$ cat src/rtl/hazard_stall_unit_pkg.sv
// Shared encodings and helpers for the ID-stage hazard/stall unit.
// Holds the FSM state type, register/stall constants and the operand-match rule.
package hazard_stall_unit_pkg;

    typedef enum logic {RUN = 1'b0, STALL = 1'b1} hazState_e;

    localparam logic [4:0] REG_ZERO       = 5'd0;
    localparam logic [1:0] LU_STALL       = 2'd1;
    localparam logic [1:0] BR_LD_EX_STALL = 2'd2;

    // An older destination feeds the ID instruction; $zero never creates a dependency.
    function automatic logic opMatch(input logic [4:0] dst, input logic [4:0] rs,
                                     input logic [4:0] rt, input logic usesRt);
        return (dst != REG_ZERO) && ((dst == rs) || (usesRt && (dst == rt)));
    endfunction

endpackage

$ cat src/rtl/hazard_stall_unit_sat_counter.sv
// Saturating up-counter used for the stall/flush performance counters.
// Holds at all-ones instead of wrapping; clears asynchronously.
module hazard_stall_unit_sat_counter #(
    parameter int CNT_W = 16
) (
    input  logic             clk,
    input  logic             rstN,
    input  logic             inc,
    output logic [CNT_W-1:0] count
);

    always_ff @(posedge clk or negedge rstN) begin
        if (!rstN)
            count <= '0;
        else if (inc && (count != '1))
            count <= count + 1'b1;
    end

endmodule

$ cat src/rtl/hazard_stall_unit.sv
// ID-stage hazard unit: detects load-use and branch-operand hazards that
// forwarding cannot cover, sequences multi-cycle stalls and counts them.
module hazard_stall_unit
    import hazard_stall_unit_pkg::*;
#(
    parameter int CNT_W = 16
) (
    input  logic             clk_i,
    input  logic             rst_n,
    input  logic [4:0]       ID_RegRs,
    input  logic [4:0]       ID_RegRt,
    input  logic             ID_UsesRt,
    input  logic             ID_Branch,
    input  logic             Branch_Taken,
    input  logic             ID_EX_MemRead,
    input  logic             ID_EX_RegWrite,
    input  logic [4:0]       ID_EX_RegRd,
    input  logic             EX_MEM_MemRead,
    input  logic [4:0]       EX_MEM_RegRd,
    input  logic             Mem_Stall,
    output logic             PC_Write,
    output logic             IF_ID_Write,
    output logic             IF_ID_Flush,
    output logic             ID_EX_Bubble,
    output logic             Pipe_Freeze,
    output logic [CNT_W-1:0] Stall_Cycles,
    output logic [CNT_W-1:0] Flush_Count
);

    hazState_e  state, stateNext;
    logic [1:0] rem, remNext;
    logic [1:0] needN;
    logic       exMatch, memMatch;
    logic       stallInc, flushInc;

    assign exMatch  = opMatch(ID_EX_RegRd, ID_RegRs, ID_RegRt, ID_UsesRt);
    assign memMatch = opMatch(EX_MEM_RegRd, ID_RegRs, ID_RegRt, ID_UsesRt);

    // Worst-case bubbles needed before the ID instruction can proceed.
    always_comb begin
        needN = 2'd0;
        if (ID_EX_MemRead && exMatch)
            needN = LU_STALL;
        if (ID_Branch && ID_EX_RegWrite && !ID_EX_MemRead && exMatch)
            needN = LU_STALL;
        if (ID_Branch && EX_MEM_MemRead && memMatch && (needN < LU_STALL))
            needN = LU_STALL;
        if (ID_Branch && ID_EX_MemRead && exMatch)
            needN = BR_LD_EX_STALL;
    end

    always_ff @(posedge clk_i or negedge rst_n) begin
        if (!rst_n) begin
            state <= RUN;
            rem   <= 2'd0;
        end else begin
            state <= stateNext;
            rem   <= remNext;
        end
    end

    always_comb begin
        stateNext    = state;
        remNext      = rem;
        PC_Write     = 1'b1;
        IF_ID_Write  = 1'b1;
        IF_ID_Flush  = 1'b0;
        ID_EX_Bubble = 1'b0;
        Pipe_Freeze  = 1'b0;
        stallInc     = 1'b0;
        flushInc     = 1'b0;
        if (Mem_Stall) begin
            // Freeze everything; the stall sequence picks up where it left off.
            PC_Write    = 1'b0;
            IF_ID_Write = 1'b0;
            Pipe_Freeze = 1'b1;
        end else if (state == STALL) begin
            PC_Write     = 1'b0;
            IF_ID_Write  = 1'b0;
            ID_EX_Bubble = 1'b1;
            stallInc     = 1'b1;
            remNext      = rem - 2'd1;
            if (rem == 2'd1)
                stateNext = RUN;
        end else if (needN != 2'd0) begin
            PC_Write     = 1'b0;
            IF_ID_Write  = 1'b0;
            ID_EX_Bubble = 1'b1;
            stallInc     = 1'b1;
            if (needN == BR_LD_EX_STALL) begin
                remNext   = needN - 2'd1;
                stateNext = STALL;
            end
        end else if (ID_Branch && Branch_Taken) begin
            IF_ID_Flush = 1'b1;
            flushInc    = 1'b1;
        end
    end

    hazard_stall_unit_sat_counter #(.CNT_W(CNT_W)) uStallCnt (
        .clk   (clk_i),
        .rstN  (rst_n),
        .inc   (stallInc),
        .count (Stall_Cycles)
    );

    hazard_stall_unit_sat_counter #(.CNT_W(CNT_W)) uFlushCnt (
        .clk   (clk_i),
        .rstN  (rst_n),
        .inc   (flushInc),
        .count (Flush_Count)
    );

endmodule

$ cat config.mk
export PLATFORM = sky130hd
export DESIGN_NAME = hazard_stall_unit
export DESIGN_NICKNAME = d
export VERILOG_FILES = /design/src/rtl/hazard_stall_unit_pkg.sv /design/src/rtl/hazard_stall_unit_sat_counter.sv /design/src/rtl/hazard_stall_unit.sv
export SDC_FILE = /design/constraint.sdc
export NUM_CORES = 1
export LEC_CHECK = 0
export BUFFER_PORTS_ARGS = -buffer_cell sky130_fd_sc_hd__buf_2
export CAP_MARGIN = 20
export CORE_MARGIN = 2
export CORE_UTILIZATION = 51
export DETAILED_ROUTE_END_ITERATION = 8
export PLACE_DENSITY_LB_ADDON = 0.2
export SYNTH_ARGS = -nofsm -noshare
export SYNTH_HDL_FRONTEND = slang
export SYNTH_SLANG_ARGS = --single-unit
$ cat constraint.sdc
create_clock -name clk_i -period 2.3 [get_ports clk_i]
set_input_delay 0.115 -clock clk_i [delete_from_list [all_inputs] [get_ports clk_i]]
set_output_delay 0.115 -clock clk_i [all_outputs]
set_load 0.01 [all_outputs]
==> metrics.cfg, run 1 <==
[critical_path]
crit_arrival_ns=2.23
crit_path_start_kind=flip-flop
worst-setup-path-type=reg2reg
r2r_cells=6
r2r-start=uStallCnt.count[0]
rrSetupSlack_ns=0.24
worstPathCellList=ha_1, and3_4, a41oi_2, nand3_2, nand2_2, mux2_4
critPathCaptureType=flip-flop
worstPathRequired_ns=2.47
reg2reg_to=uStallCnt.count[1]
worstPathMaxFanout=10
max_stage_delay_ns=0.43
critPathSlowestCell=dfrtp_1

[synth]
yosys.area.top_type=dfrtp_1
seq_area_frac_synth_pct=40.7
syn-cell-area_um2=2150
synthArstFlopShare_pct=100
synth_edf_count=0
synth_cells=211
syn_area_per_cell_um2=10.2
synth_top_area_share_pct=40.7
netlist_top_cells_area=dfrtp_1 41%, xnor2_1 13%, xor2_1 6.5%
ys_seq_elements=35
yosys_warnings=0
synth_cell_types=42
syn-num-nets=243
synth-main-ff-cell=dfrtp_1

[timing]
fin_setup_tns_ns=0
tightest_slew_ns=0.748
finClkSkew_ns=0.00772
drv_slew=0
max_freq_ghz=0.486
finalSetupViolations=0
holdWs_ns=0.267
timing.final.ws_setup_ns=0.244
min_period_ns=2.06
hold_violations=0
rsz0062_at_grt=false
maxSlewHeadroom_pct=50.2
min_period_over_period_pct=89.4

[place]
place_hpwl_mm=3.65
place.gp.congestion=0.788
dp_cells=325
placed_cell_area_um2=2530
pre_cts_slack_ns=0.272
io_buffers=65

[run_status]
status=finished, final reports clean

[clock_tree]
post_cts_buffers=0
insertion_delay_ns=0.29
cts_max_path_buffers=2
cts.sinks=35
clk_pin_slew_ns=0.07
ctsHtreeMaxLevel=2
ctsResizeCount=0
hold_buffers=1
cts_tree=done
root_buffer=clkbuf_8
cts_buffers=5

[power_and_ir_drop]
p_per_area_nw_per_um2=654
p_leak_uw=0.00133
p_clk_share_pct=28.2
intPower_uw=1190
comb_power_share_pct=25.3
p_switching_uw=544
worst_ir_drop_vdd_mv=0.650
swShare_pct=31.4
seqPwrFrac_pct=46.4

[global_routing]
grt.met1_usage_pct=28.9
use_met2_pct=35.3
grt_first_pass_wirelength_mm=7.64
grt_max_degree=36
antenna_found_initial=0
first_global_vias=1674
grt_overflow_total=0
grt_usage_pct=21.7
grtUsageMet3_pct=5.03
busiest_layer=met2

[final_layout]
syn2layout_area_growth_pct=23.0
layout-drive-gt1-share_pct=31.7
diodes=0
final_cell_area_um2=2650
final_cell_mix=65 x buf_2, 35 x dfrtp_1, 33 x xnor2_1, 21 x nand3_1, 16 x xor2_1
stdcell_count=334
mostFrequentLayoutCell=buf_2
multi_input_area_um2=1230
num-nets-final=315
n_fill_cell=350
layout.area.seq_um2=876

[floorplanning]
io_pins=66
rows=23
initial_core_util_pct=53.4
core_um2=4030
dieHeight_um=68.9
die_w_um=68.9
die_area_um2=4750

[detailed_routing]
wirelength_mm=4.84
dr.pass1.iters=4
avgViaCountPerCell=5.45
num_vias=1820
ant_nets=0
drc_errors=0
drt_iter0_markers=62
avgRoutedWirePerCell_um=14.5

[min_path]
hp-start=ID_EX_MemRead
hold_class=in2reg
hold_depth=3
worstHoldEndpoint=state

[run]
max_cap_viol_count=0

-- worst max path at each step --
stage          cells after the start                from  slack (ns)            endpoint
2_1_floorplan                      6  uStallCnt.count[0]        0.37  uStallCnt.count[1]
3_3_place_gp                       6  uStallCnt.count[0]        0.35  uStallCnt.count[1]
3_5_place_dp                       6  uStallCnt.count[0]        0.27  uStallCnt.count[1]
4_1_cts                            6  uStallCnt.count[0]        0.26  uStallCnt.count[1]
5_1_grt                            6  uStallCnt.count[6]        0.11  uStallCnt.count[1]
6_report                           6  uStallCnt.count[0]        0.24  uStallCnt.count[1]
-- cells by family (layout without fill, tap and decap cells) --
group | after synthesis | count (layout) | synth area share (%)
AO/OA/AOI/OAI | 27 | 27 | 12.6
multiplexers | 2 | 2 | 1.22
flip-flops | 35 | 35 | 40.7
buffers and inverters | 9 | 82 | 2.27
XOR/XNOR | 49 | 49 | 20.0
adder cells (fa/ha/maj) | 3 | 3 | 1.75
AND/OR/NAND/NOR | 86 | 86 | 21.5
-- synthesized netlist by cell type (all sizes together), types with 2 or more instances --
| master | number |
|---|---|
| clkbuf | 2 |
| and2 | 4 |
| xnor2 | 33 |
| and3 | 13 |
| a41oi | 2 |
| nor2 | 8 |
| ha | 3 |
| nand2 | 16 |
| xor2 | 16 |
| a21oi | 9 |
| and4 | 2 |
| buf | 3 |
| nand2b | 2 |
| mux2 | 2 |
| a31oi | 3 |
| nand3 | 22 |
| o21ai | 2 |
| a21boi | 2 |
| inv | 4 |
| dfrtp | 35 |
| nor3 | 7 |
| nand4 | 8 |
-- critical path, delay by kind of cell, from the launching register on --
kind	cells	cell delay (ns)
DFF	1	0.43
adders and majority gates	1	0.26
muxes	1	0.30
AOI/OAI and AO/OA	1	0.32
and+or+nand+nor	3	0.63
-- through the flow --
stage | power [uW] | util, %
floorplan | 1060 | -
global placement | 1230 | 62.9
detailed placement | 1250 | 62.9
CTS | 1740 | 65.7
global route | 1830 | 65.7
finish | 1730 | 65.7
-- per-layer routing --
layer	part of all wire, %	up-vias	wire length (um)
li1	-	897	-
met1	45	845	2190
met2	46	71	2240
met3	7.5	7	364
met4	1.1	0	53
met5	0	-	0
-- final cells by class --
type	instances	area share (%)
Sequential cell	35	33.1
Clock buffer	8	3.78
Multi-Input combinational cell	167	46.4
Timing Repair Buffer	70	13.8
Tap cell	50	2.37
Inverter	4	0.568
-- sequential cells by signal, summed over array words and instances (netlist names) --
signal and flops:
rem 2, state 1, uFlushCnt.count 16, uStallCnt.count 16
-- power by group through the flow --
stage / combinational [uW] / sequential, uW / clock (uW)
3_3_place_gp: 425 / 804 / 0
5_1_grt: 489 / 814 / 525
2_1_floorplan: 245 / 819 / 0
4_1_cts: 445 / 801 / 497
3_5_place_dp: 439 / 811 / 0
6_report: 438 / 803 / 488
No activity file was read; power rests on OpenSTA's default activity.
==> inputs of run 2 (changes only) <==
ABC_CLOCK_PERIOD_IN_PS = 2500   (was default)
CORE_UTILIZATION = 55   (was 51)
clock period = 2.5 ns   (was 2.3 ns; I/O delays follow)
==> metrics.cfg, run 2 (same netlist as run 1, synthesis figures left out) <==
[detailed_routing]
num_vias=1847  ; +1.5%
top_layer=met4
drt_iter0_markers=91  ; +47%
avgViaCountPerCell=5.60  ; +2.7%
dr_wl_met2_mm=2.35  ; +5.2%
wl_met1_mm=2.21  ; +1.2%
avgRoutedWirePerCell_um=14.8  ; +2.0%
dr.pass1.iters=4  ; unchanged
wirelength_mm=4.88  ; +0.78%
ant_nets=0  ; unchanged
wl_met3_um=269  ; -26%
drc_errors=0  ; unchanged

[critical_path]
worst-setup-path-type=reg2reg
r2r_cells=6  ; unchanged
crit_buf_inv=0  ; unchanged
crit_path_end=uStallCnt.count[1]
worstPathCellList=nand4_1, nor2_1, a41oi_2, a31oi_4, nand2_2, mux2_4
crit_path_start_kind=flip-flop
path_delay_family=compound AO/OA/AOI/OAI gates
worstPathMaxFanout=10  ; unchanged
worstPathRequired_ns=2.67  ; +0.20 ns
critPathCaptureType=flip-flop
max_stage_delay_ns=0.48  ; +0.05 ns
rrSetupSlack_ns=0.30  ; +0.06 ns
critPathLaunch=uStallCnt.count[6]
critPathSlowestCell=dfrtp_1
r2r-start=uStallCnt.count[6]
reg2reg_to=uStallCnt.count[1]
cp_num_cells=6  ; unchanged
crit_arrival_ns=2.37  ; +0.14 ns

[place]
place_hpwl_mm=3.67  ; +0.55%
io_buffers=65  ; unchanged
place.gp.congestion=0.822  ; +4.3%
placed_cell_area_um2=2520  ; -0.69%

[final_layout]
layout-drive-gt1-share_pct=31.6  ; -0.13 points
reg_top3=uFlushCnt.count (16), uStallCnt.count (16), rem (2)
mostFrequentLayoutCell=buf_2
final_core_util_pct=71.2  ; +5.5 points
num-nets-final=313  ; -0.63%
diodes=0  ; unchanged
final_cell_mix=65 x buf_2, 35 x dfrtp_1, 33 x xnor2_1, 21 x nand3_1, 16 x xor2_1
final_cell_area_um2=2650  ; unchanged
syn2layout_area_growth_pct=23.0  ; unchanged

[clock_tree]
cts_max_path_buffers=2  ; unchanged
ctsResizeCount=0  ; unchanged
ctsHtreeMaxLevel=2  ; unchanged
cts_tree=done
root_buffer=clkbuf_8
cts_buffers=5  ; unchanged
clk_pin_slew_ns=0.07  ; about the same
hold_buffers=1  ; unchanged
post_cts_buffers=0  ; unchanged
cts.sinks=35  ; unchanged
insertion_delay_ns=0.28  ; about the same

[timing]
finClkSkew_ns=0.00332  ; -0.00439 ns
rsz0062_at_grt=false
drv_slew=0  ; unchanged
holdWs_ns=0.286  ; +0.0189 ns
hold_violations=0  ; unchanged
maxSlewHeadroom_pct=47.8  ; -2.4 points
max_freq_ghz=0.455  ; -6.4%
finalSetupViolations=0  ; unchanged
fin_setup_tns_ns=0  ; unchanged
tightest_slew_ns=0.784  ; +0.0359 ns
min_period_ns=2.20  ; +0.141 ns
min_period_over_period_pct=87.9  ; -1.5 points

[global_routing]
antenna_found_initial=0  ; unchanged
grt_overflow_total=0  ; unchanged
grt_first_pass_wirelength_mm=8.00  ; +4.7%
grt_usage_pct=23.7  ; +2.0 points
first_global_vias=1755  ; +4.8%
grt_max_degree=36  ; unchanged

[power_and_ir_drop]
p_clk_share_pct=31.5  ; +3.3 points
p_leak_uw=0.00133  ; about the same
swShare_pct=30.4  ; -1.1 points
p_per_area_nw_per_um2=629  ; -3.8%
intPower_uw=1160  ; -2.3%
power_uw=1660  ; -3.8%
p_switching_uw=505  ; -7.1%
seqPwrFrac_pct=44.4  ; -2.0 points
comb_power_share_pct=24.1  ; -1.2 points
worst_ir_drop_vdd_mv=0.637  ; -2.0%

[run]
max_cap_viol_count=0  ; unchanged

[floorplanning]
die_w_um=66.5  ; -3.5%
die_area_um2=4430  ; -6.9%
dieHeight_um=66.5  ; -3.5%
io_pins=66  ; unchanged
rows=22  ; -4.3%
initial_core_util_pct=57.9  ; +4.5 points
core_um2=3720  ; -7.8%

[run_status]
status=finished, final reports clean

[min_path]
hold_depth=3  ; unchanged
hold_class=in2reg

==> run 2: cell types whose count changed in the layout (fill, tap and decap cells not counted), sizes merged <==
cell / previous run / this run
bufinv: 0 / 1
clkbuf: 8 / 6
clkinv: 0 / 1
buf: 69 / 67
==> run 2: stage by stage <==
step	setup WS, ns	instances
after floorplan	0.567	211
after global placement	0.456	321
after detailed placement	0.417	321
after CTS	0.314	330
after global routing	0.190	330
final	0.304	330
==> run 2: cell type report <==
| type | instances | area, um^2 |
|---|---|---|
| Timing Repair Buffer | 68 | 350 |
| Clock inverter | 2 | 35.0 |
| Fill cell | 310 | 1070 |
| Multi-Input combinational cell | 167 | 1230 |
| Sequential cell | 35 | 876 |
| Clock buffer | 6 | 82.6 |
| Tap cell | 48 | 60.1 |
| Inverter | 4 | 15.0 |
==> run 2: worst reg2reg max path, delay by kind of cell, from the launching register on <==
kind | cells | cell delay (ns)
AND/OR/NAND/NOR | 3 | 0.63
AO/OA/AOI/OAI | 2 | 0.65
flip-flops | 1 | 0.48
multiplexers | 1 | 0.31
==> run 2: worst min path at each step <==
| stage | start | to |
|---|---|---|
| 2_1_floorplan | rst_n | rem[0] |
| 3_3_place_gp | rst_n | uStallCnt.count[14] |
| 3_5_place_dp | rst_n | uStallCnt.count[14] |
| 4_1_cts | ID_EX_MemRead | state |
| 5_1_grt | ID_EX_MemRead | state |
| 6_report | ID_EX_MemRead | state |
==> run 2: power groups by stage <==
| stage | registers [uW] | clock network [uW] | logic (uW) |
|---|---|---|---|
| 2_1_floorplan | 754 | 0 | 225 |
| 3_3_place_gp | 739 | 0 | 391 |
| 3_5_place_dp | 744 | 0 | 404 |
| 4_1_cts | 735 | 529 | 407 |
| 5_1_grt | 751 | 563 | 444 |
| 6_report | 738 | 525 | 401 |
==> run 2: routing by layer <==
layer	vias up	global-route usage, %
met3	7	4.39
met5	-	0
met4	0	6.89
li1	893	-
met1	892	31.1
met2	55	39.9
